--- src/rtl/gpio_seq_monitor.sv ---
// Receive-side checker for the one-hot GPIO walking sequence.
// Verifies one-hot encoding, ascending order with wrap, and per-step dwell.
module gpio_seq_monitor #(
    parameter int NUM_PINS       = 34,
    parameter int TICKS_PER_UNIT = 10000,
    parameter int TOL            = 1,
    parameter int CNT_W          = 28
) (
    input  logic                clk,
    input  logic                nrst,
    input  logic                enable,
    input  logic [13:0]         prescaler,
    input  logic [NUM_PINS-1:0] gpio_in,
    output logic [5:0]          step_idx,
    output logic                sweep_done,
    output logic [15:0]         sweep_count,
    output logic                locked,
    output logic                error,
    output logic [2:0]          err_code
);

    typedef enum logic [1:0] {
        S_IDLE,
        S_WAIT,
        S_TRACK,
        S_ERR
    } state_t;

    localparam logic [NUM_PINS-1:0] PIN0    = NUM_PINS'(1);
    localparam logic [NUM_PINS-1:0] PIN_TOP = PIN0 << (NUM_PINS - 1);
    localparam logic [CNT_W:0]      TOL_W   = (CNT_W + 1)'(TOL);

    state_t              state_q;
    logic [5:0]          step_q;
    logic                done_q;
    logic [15:0]         count_q;
    logic                locked_q;
    logic                error_q;
    logic [2:0]          code_q;
    logic [CNT_W-1:0]    dwell_q;
    logic [NUM_PINS-1:0] prev_q;
    logic                first_q;

    logic [CNT_W:0]      exp_w;
    logic [CNT_W:0]      hi_w;
    logic [CNT_W:0]      lo_w;
    logic [CNT_W:0]      dwell_inc;
    logic [CNT_W-1:0]    dwell_d;
    logic                one_hot;
    logic                is_next;
    logic                is_wrap;
    logic                chk;
    logic                too_short;
    logic                too_long;

    // Bounds are one bit wider so exp+TOL cannot overflow the compare.
    always_comb begin
        exp_w     = {1'b0, CNT_W'(prescaler) * CNT_W'(TICKS_PER_UNIT)};
        hi_w      = exp_w + TOL_W;
        lo_w      = (exp_w > TOL_W) ? exp_w - TOL_W : '0;
        dwell_inc = {1'b0, dwell_q} + (CNT_W + 1)'(1);
        dwell_d   = (&dwell_q) ? dwell_q : dwell_q + CNT_W'(1);
        one_hot   = (gpio_in != '0) &&
                    ((gpio_in & (gpio_in - PIN0)) == '0);
        is_next   = gpio_in == (prev_q << 1);
        is_wrap   = (prev_q == PIN_TOP) && (gpio_in == PIN0);
        chk       = (prescaler != '0) && !first_q;
        too_short = chk && ({1'b0, dwell_q} < lo_w);
        too_long  = chk && (dwell_inc > hi_w);
    end

    always_ff @(posedge clk) begin
        if (!nrst || !enable) begin
            state_q  <= S_IDLE;
            step_q   <= '0;
            done_q   <= 1'b0;
            count_q  <= '0;
            locked_q <= 1'b0;
            error_q  <= 1'b0;
            code_q   <= '0;
            dwell_q  <= '0;
            prev_q   <= '0;
            first_q  <= 1'b1;
        end else begin
            done_q <= 1'b0;
            unique case (state_q)
                S_IDLE: state_q <= S_WAIT;
                S_WAIT: begin
                    if (gpio_in == PIN0) begin
                        state_q <= S_TRACK;
                        step_q  <= '0;
                        dwell_q <= CNT_W'(1);
                        prev_q  <= gpio_in;
                        first_q <= 1'b1;
                    end else if (gpio_in != '0) begin
                        state_q <= S_ERR;
                        error_q <= 1'b1;
                        code_q  <= one_hot ? 3'd2 : 3'd1;
                    end
                end
                S_TRACK: begin
                    if (gpio_in == prev_q) begin
                        dwell_q <= dwell_d;
                        if (too_long) begin
                            state_q <= S_ERR;
                            error_q <= 1'b1;
                            code_q  <= 3'd4;
                        end
                    end else if (gpio_in == '0) begin
                        state_q  <= S_WAIT;
                        step_q   <= '0;
                        locked_q <= 1'b0;
                        dwell_q  <= '0;
                        prev_q   <= '0;
                        first_q  <= 1'b1;
                    end else if (!one_hot) begin
                        state_q <= S_ERR;
                        error_q <= 1'b1;
                        code_q  <= 3'd1;
                    end else if (!is_next && !is_wrap) begin
                        state_q <= S_ERR;
                        error_q <= 1'b1;
                        code_q  <= 3'd2;
                    end else if (too_short) begin
                        state_q <= S_ERR;
                        error_q <= 1'b1;
                        code_q  <= 3'd3;
                    end else begin
                        step_q  <= is_wrap ? '0 : step_q + 6'd1;
                        dwell_q <= CNT_W'(1);
                        prev_q  <= gpio_in;
                        first_q <= 1'b0;
                        if (chk) locked_q <= 1'b1;
                        if (is_wrap) begin
                            done_q  <= 1'b1;
                            count_q <= count_q + 16'd1;
                        end
                    end
                end
                S_ERR: state_q <= S_ERR;
                default: state_q <= S_IDLE;
            endcase
        end
    end

    assign step_idx    = step_q;
    assign sweep_done  = done_q;
    assign sweep_count = count_q;
    assign locked      = locked_q;
    assign error       = error_q;
    assign err_code    = code_q;

endmodule

--- config.mk ---
export PLATFORM = sky130hd
export DESIGN_NAME = gpio_seq_monitor
export DESIGN_NICKNAME = d
export VERILOG_FILES = /design/src/rtl/gpio_seq_monitor.sv
export SDC_FILE = /design/constraint.sdc
export NUM_CORES = 1
export LEC_CHECK = 0
export ABC_AREA = 0
export CAP_MARGIN = 20
export CORE_MARGIN = 4
export CORE_UTILIZATION = 45
export CTS_CLUSTER_DIAMETER = 60
export DETAILED_ROUTE_END_ITERATION = 16
export HOLD_SLACK_MARGIN = 0.06
export PLACE_DENSITY_LB_ADDON = 0.12
export SYNTH_ARGS = -nofsm -noshare
export SYNTH_HDL_FRONTEND = slang
export SYNTH_SLANG_ARGS = --single-unit
--- constraint.sdc ---
create_clock -name clk -period 19.7 [get_ports clk]
set_input_delay 3.94 -clock clk [delete_from_list [all_inputs] [get_ports clk]]
set_output_delay 3.94 -clock clk [all_outputs]
set_load 0.01 [all_outputs]
Yosys cells after proc, flatten, opt, wreduce, memory -nomap -nowiden
Index checks and enable logic that the tools add are counted.

Flip-flop bits (word level): 93. Bits of input ports: 51. Output and inout bits: 28. Word-level logic and storage cells: 146.

Add/sub/neg operators: 7. Multiply operators: 1. Order comparisons: 3. Equality and inequality tests: 25. Muxes and demuxes: 65. Bitwise gates (word level): 7. Reductions and logical operators: 28.

Operator list (count): 34-bit two-way mux (6); 28-bit two-way mux (7); 34-bit == test (2); 34-bit logical NOT (2); 34-bit one-hot mux with 2 select lines (1); 28-bit by 1-bit adder with 29-bit output (second input constant) (2); 28-bit one-hot mux with 2 select lines (1); 6-bit two-way mux (7); 34-bit AND (1); 34-bit by 1-bit == test with 1-bit output (second input constant) (1); 34-bit == test (second input constant) (1); 34-bit nonzero test (1); 34-bit by 1-bit subtractor with 34-bit output (second input constant) (1); 29-bit > comparator (1); 28-bit by 29-bit less-than comparator with 1-bit output (1); 29-bit two-way mux (1); 28-bit by 1-bit subtractor with 29-bit output (second input constant) (1); 28-bit by 1-bit adder with 28-bit output (second input constant) (1); 28-bit by 1-bit > comparator with 1-bit output (second input constant) (1); 28-bit AND reduction (1); 14-bit by 10-bit multiplier with 24-bit output (second input constant) (1); 3-bit two-way mux (8); 6-bit AND reduction (4); 3-bit != test (second input constant) (7); 25 further kinds (76).

Longest topological paths before layout
Word-level depth: 11. Mapped depth: 35. Gate-level depth less buffers: 32.

Worst setup path after synthesis
OpenSTA, ideal clock, no wires.

Path type: input -> register. From: input port prescaler[5]. To: register dwell_q[13]. Setup time: 0.091 ns. Data arrival time: 11.191 ns. Required time: 19.609 ns. Slack: 8.418 ns. Cell stages on the path: 30. Buffers on the path: 2. Path through: inv_1 -> fa_1 -> inv_1 -> ha_1 -> fa_1 -> ha_1 -> inv_1 -> fa_1 -> inv_1 -> ha_1 -> a21oi_1 -> o21ai_0 -> and2_1 -> o32a_1 -> xor2_1 -> a2111oi_1 -> nand2_1 -> clkbuf_1 -> nand2_1 -> ha_1 -> a21o_1 -> a21o_1 -> a211oi_1 -> nor3_1 -> nor4_1 -> a31o_2 -> a2bb2oi_1 -> nand2_1 -> buf_2 -> a311oi_1.

Longest elaborated chain between the ends: 7. Elaborated cells on any way between the ends: 10. Those cells by class: 1 x add/sub; 1 x mul; 2 x order compare; 1 x eq/ne; 1 x mux; 4 x reduce/logical.

RTL lines: from (decl) (RTL line 12) `input logic [13:0] prescaler,`; 14-bit by 10-bit multiplier with 24-bit output (RTL line 58) `exp_w = {1'b0, CNT_W'(prescaler) * CNT_W'(TICKS_PER_UNIT)};`; 28-bit by 1-bit subtractor with 29-bit output / 28-bit by 1-bit > comparator with 1-bit output (equally long branches) (RTL line 60) `lo_w = (exp_w > TOL_W) ? exp_w - TOL_W : '0;`; 29-bit two-way mux (RTL line 60); 28-bit by 29-bit less-than comparator with 1-bit output (RTL line 68) `too_short = chk && ({1'b0, dwell_q} < lo_w);`; 1-bit logical AND * (RTL line 68); 4-bit != test (no line) *; 6-bit AND reduction (no line) *; to (signal assigned) (RTL line 103) `dwell_q <= dwell_d;`; to (decl) (RTL line 40) `logic [CNT_W-1:0] dwell_q;`.

Every way passes the cells marked *; elsewhere a longest branch is shown, timed or not. A chain may end at the register's enable or synchronous reset.

Worst setup path after layout
From: input port prescaler[7]. To: register prev_q[28].

Longest elaborated chain between the ends: 7. Elaborated cells on any way between the ends: 10. Those cells by class: 1 x add/sub; 1 x mul; 2 x order compare; 1 x eq/ne; 1 x mux; 4 x reduce/logical.

RTL lines: 14-bit by 10-bit multiplier with 24-bit output (RTL line 58); 28-bit by 1-bit subtractor with 29-bit output / 28-bit by 1-bit > comparator with 1-bit output (equally long branches) (RTL line 60); 29-bit two-way mux (RTL line 60); 28-bit by 29-bit less-than comparator with 1-bit output (RTL line 68); 1-bit logical AND * (RTL line 68); 3-bit != test (no line) *; 6-bit AND reduction (no line) *; to (signal assigned) (RTL line 93) `prev_q <= gpio_in;`; to (signal assigned) (RTL line 131) `prev_q <= gpio_in;`; to (decl) (RTL line 41) `logic [NUM_PINS-1:0] prev_q;`.

Marked as above.

==> impl_metrics.csv <==
group,metric,value,unit
worst_setup_path,arrival,13.17,ns
finish,synthToLayoutAreaGrowth,11.3,%
timing,setup_viol,0,
worst_setup_path,rr_worst_depth,19,
worst_setup_path,end_kind,"flip-flop",
worst_setup_path,crit_fanout,36,
drt,first_iter_violations,663,
drt,ant_nets,0,
clocking,cts_root_buf,"clkbuf_16",
finish,seq_area,1860,µm²
yosys,synth_top_area_cell,"dfxtp_1",
worst_setup_path,start_kind,"input pin",
drt,drc,0,
worst_setup_path,startpoint,"prescaler[7]",
timing,holdWs,0.461,ns
worst_setup_path,cpPeakStageDelay,0.84,ns
worst_setup_path,r2r-end,"err_code[2]$_SDFFE_PP0P_",
yosys,synthTopCellsByCount,"nand2_1 (187), ha_1 (133), inv_1 (113), dfxtp_1 (93), xnor2_1 (70)",
yosys,ys_warn_count,0,
hold_path,hold_path_class,"reg2reg",
grt,overflow,0,
timing,fin_skew,0.0147,ns
clocking,ctsResizeCount,0,
drt,dr.pass1.iters,5,
clocking,hold_buffers,0,
timing,rsz0062_at_grt,"false",
die,fp.dieH,163,µm
placed_design,portBuffers,78,
clocking,cts_tree,"yes",
die,core_area,23500,µm²
grt,gr-usage-all-layers,0.223,
worst_setup_path,required,19.92,ns
timing,maxSlewViolCount,0,
placed_design,dp_hpwl,23.1,mm
timing,worst_pin_slew,1.09,ns
die,start_util,0.459,
clocking,postCtsSetupRepairBufs,0,
die,boundaryPins,79,
timing,fin_crit,12.95,ns
clocking,cts.sinks,93,
worst_setup_path,critPathKind,"in2reg",
yosys,synthesis.area,10800,µm²
worst_setup_path,r2r_setup_slack,14.81,ns
power,power.density,89.1,nW/µm²
clocking,clockBufferDepth,2,
job,max-cap-violations,0,
grt,grt_pass1_wl,48.4,mm
grt,grt_max_degree,109,
finish,nNetsFinal,1615,
finish,antennaDiodeCount,0,
die,die_x,163,µm
power,leakagePower,5.04,nW
yosys,async_flop_share,0,
yosys,synth_top_area_share,0.172,
timing,slew_headroom,0.274,
timing,period_share,0.657,
timing,tns,0,ns
yosys,ys_seq_area_frac,0.172,
clocking,clock_latency,0.36,ns
finish,drive_gt1_frac,0.0384,
yosys,synth_cell_types,86,
clocking,numCtsBuffers,9,
drt,vias_per_cell,5.67,
yosys,ys.flop_type,"dfxtp_1",
worst_setup_path,slowest_stage,"a2111oi_1",
yosys,syn-num-nets,1582,
drt,avgRoutedWirePerCell,17.0,µm
grt,first_global_vias,9527,
yosys,synthCells,1369,
yosys,avgSynthCellArea,7.89,µm²
timing,hold_violations,0,
clocking,cts_max_level,3,
status,status,"complete, no violations",
worst_setup_path,reg2reg_from,"dwell_q[2]$_SDFFE_PP0P_",
yosys,synth-seq-cells,93,
yosys,synth_edf_count,0,
drt,vias,9787,
yosys,synth_area_leaders,"dfxtp_1 (17%), ha_1 (15%), nand2_1 (6.5%), xnor2_1 (5.7%), fa_1 (5.4%)",
clocking,path_clk_slew,0.08,ns
worst_setup_path,cp-endpoint,"prev_q[28]$_SDFFE_PP0P_",
placed_design,globalplace.congestion,0.887,
timing,max_clock_freq,0.0772,GHz
yosys,yosysMostFrequentCell,"nand2_1",
die,row_count,56,
drt,wl,29.3,mm
power,irDropWorstVdd,0.0435,mV
finish,multi_input_area,8120,µm²
grt,antenna_found_initial,0,
finish,fillers,2392,
die,dieArea,26500,µm²
[sequential cells by signal, indices dropped and copies added (netlist names)]
signal,cells
dwell_q,28
err_code,3
error,1
first_q,1
locked,1
prev_q,34
state_q,2
step_idx,6
sweep_count,16
sweep_done,1
[metal layers]
layer / up-vias / track usage / share of wire
met5: - / 0 / 0
met1: 4556 / 0.294 / 0.46
li1: 4953 / - / -
met3: 52 / 0.0304 / 0.042
met2: 226 / 0.375 / 0.47
met4: 0 / 0.0728 / 0.028
[where the power goes]
part	leakage (nW)	total (mW)	switching [mW]	internal, mW
registers	0.750	0.193	0.00275	0.190
clock network	0.166	0.206	0.0907	0.115
logic	4.13	0.673	0.413	0.259
total	5.04	1.07	0.507	0.564
[placed cells by master (no fill, tap or decap), drive strengths merged, types with 8 or more instances in the layout]
master,Yosys,layout
dfxtp,93,93
clkdlybuf4s50,0,78
o211ai,10,10
clkbuf,48,9
o311ai,8,8
buf,18,11
nand2b,16,16
nand2,187,187
a31oi,13,13
nor2,57,57
nand3,69,69
nand4,38,38
and2,9,9
inv,113,117
or3,11,11
a21o,24,24
nor4,34,34
a211oi,13,13
nor3,34,34
o21ai,39,39
or4,15,15
and3,17,17
ha,133,133
nor2b,8,8
xor2,51,51
fa,29,29
mux2i,39,39
o41ai,9,9
a21oi,69,69
xnor2,70,70
[critical path: cells and delay by family]
family / cells / cell delay, ns
AND/OR/NAND/NOR: 6 / 2.20
AO/OA/AOI/OAI: 9 / 2.51
XOR/XNOR: 1 / 0.21
adder cells (fa/ha/maj): 7 / 2.81
buffers and inverters: 6 / 1.26
multiplexers: 1 / 0.19
[worst min path at each step]
stage,startpoint,endpoint,slack [ns],cells after the start
finish,err_code[1]$_SDFFE_PP0P_,err_code[1]$_SDFFE_PP0P_,0.46,2
global route,err_code[1]$_SDFFE_PP0P_,err_code[1]$_SDFFE_PP0P_,0.48,2
CTS,err_code[1]$_SDFFE_PP0P_,err_code[1]$_SDFFE_PP0P_,0.46,2
detailed placement,err_code[1]$_SDFFE_PP0P_,err_code[1]$_SDFFE_PP0P_,0.45,2
global placement,err_code[1]$_SDFFE_PP0P_,err_code[1]$_SDFFE_PP0P_,0.44,2
floorplan,first_q$_SDFFE_PP1P_,first_q$_SDFFE_PP1P_,0.45,1
[cell type report]
type	count	share of cell area
Clock buffer	9	0.0187
Timing Repair Buffer	89	0.0733
Multi-Input combinational cell	1096	0.675
Tap cell	319	0.0332
Inverter	113	0.0353
Sequential cell	93	0.155
Clock inverter	7	0.00947
[kinds of logic after synthesis]
family                     Yosys count  synth area share
xor gates and xnor gates           121            0.0981
adders and majority gates          162             0.208
and+or+nand+nor                    517             0.240
buffers and inverters              180            0.0780
muxes                               44            0.0414
AOI/OAI and AO/OA                  252             0.162
DFF                                 93             0.172
[metrics by stage]
stage | worst slack, ns | instances | area (µm²) | utilization | total power, mW
floorplan | 8.42 | 1369 | 10800 | - | 0.713
global placement | 6.51 | 1708 | 11700 | 0.495 | 0.861
detailed placement | 6.40 | 1708 | 11700 | 0.495 | 0.866
CTS | 6.74 | 1724 | 12000 | 0.509 | 1.08
global route | 6.04 | 1726 | 12000 | 0.511 | 1.18
finish | 6.75 | 1726 | 12000 | 0.511 | 1.07
No activity file was read; power rests on OpenSTA's default activity.
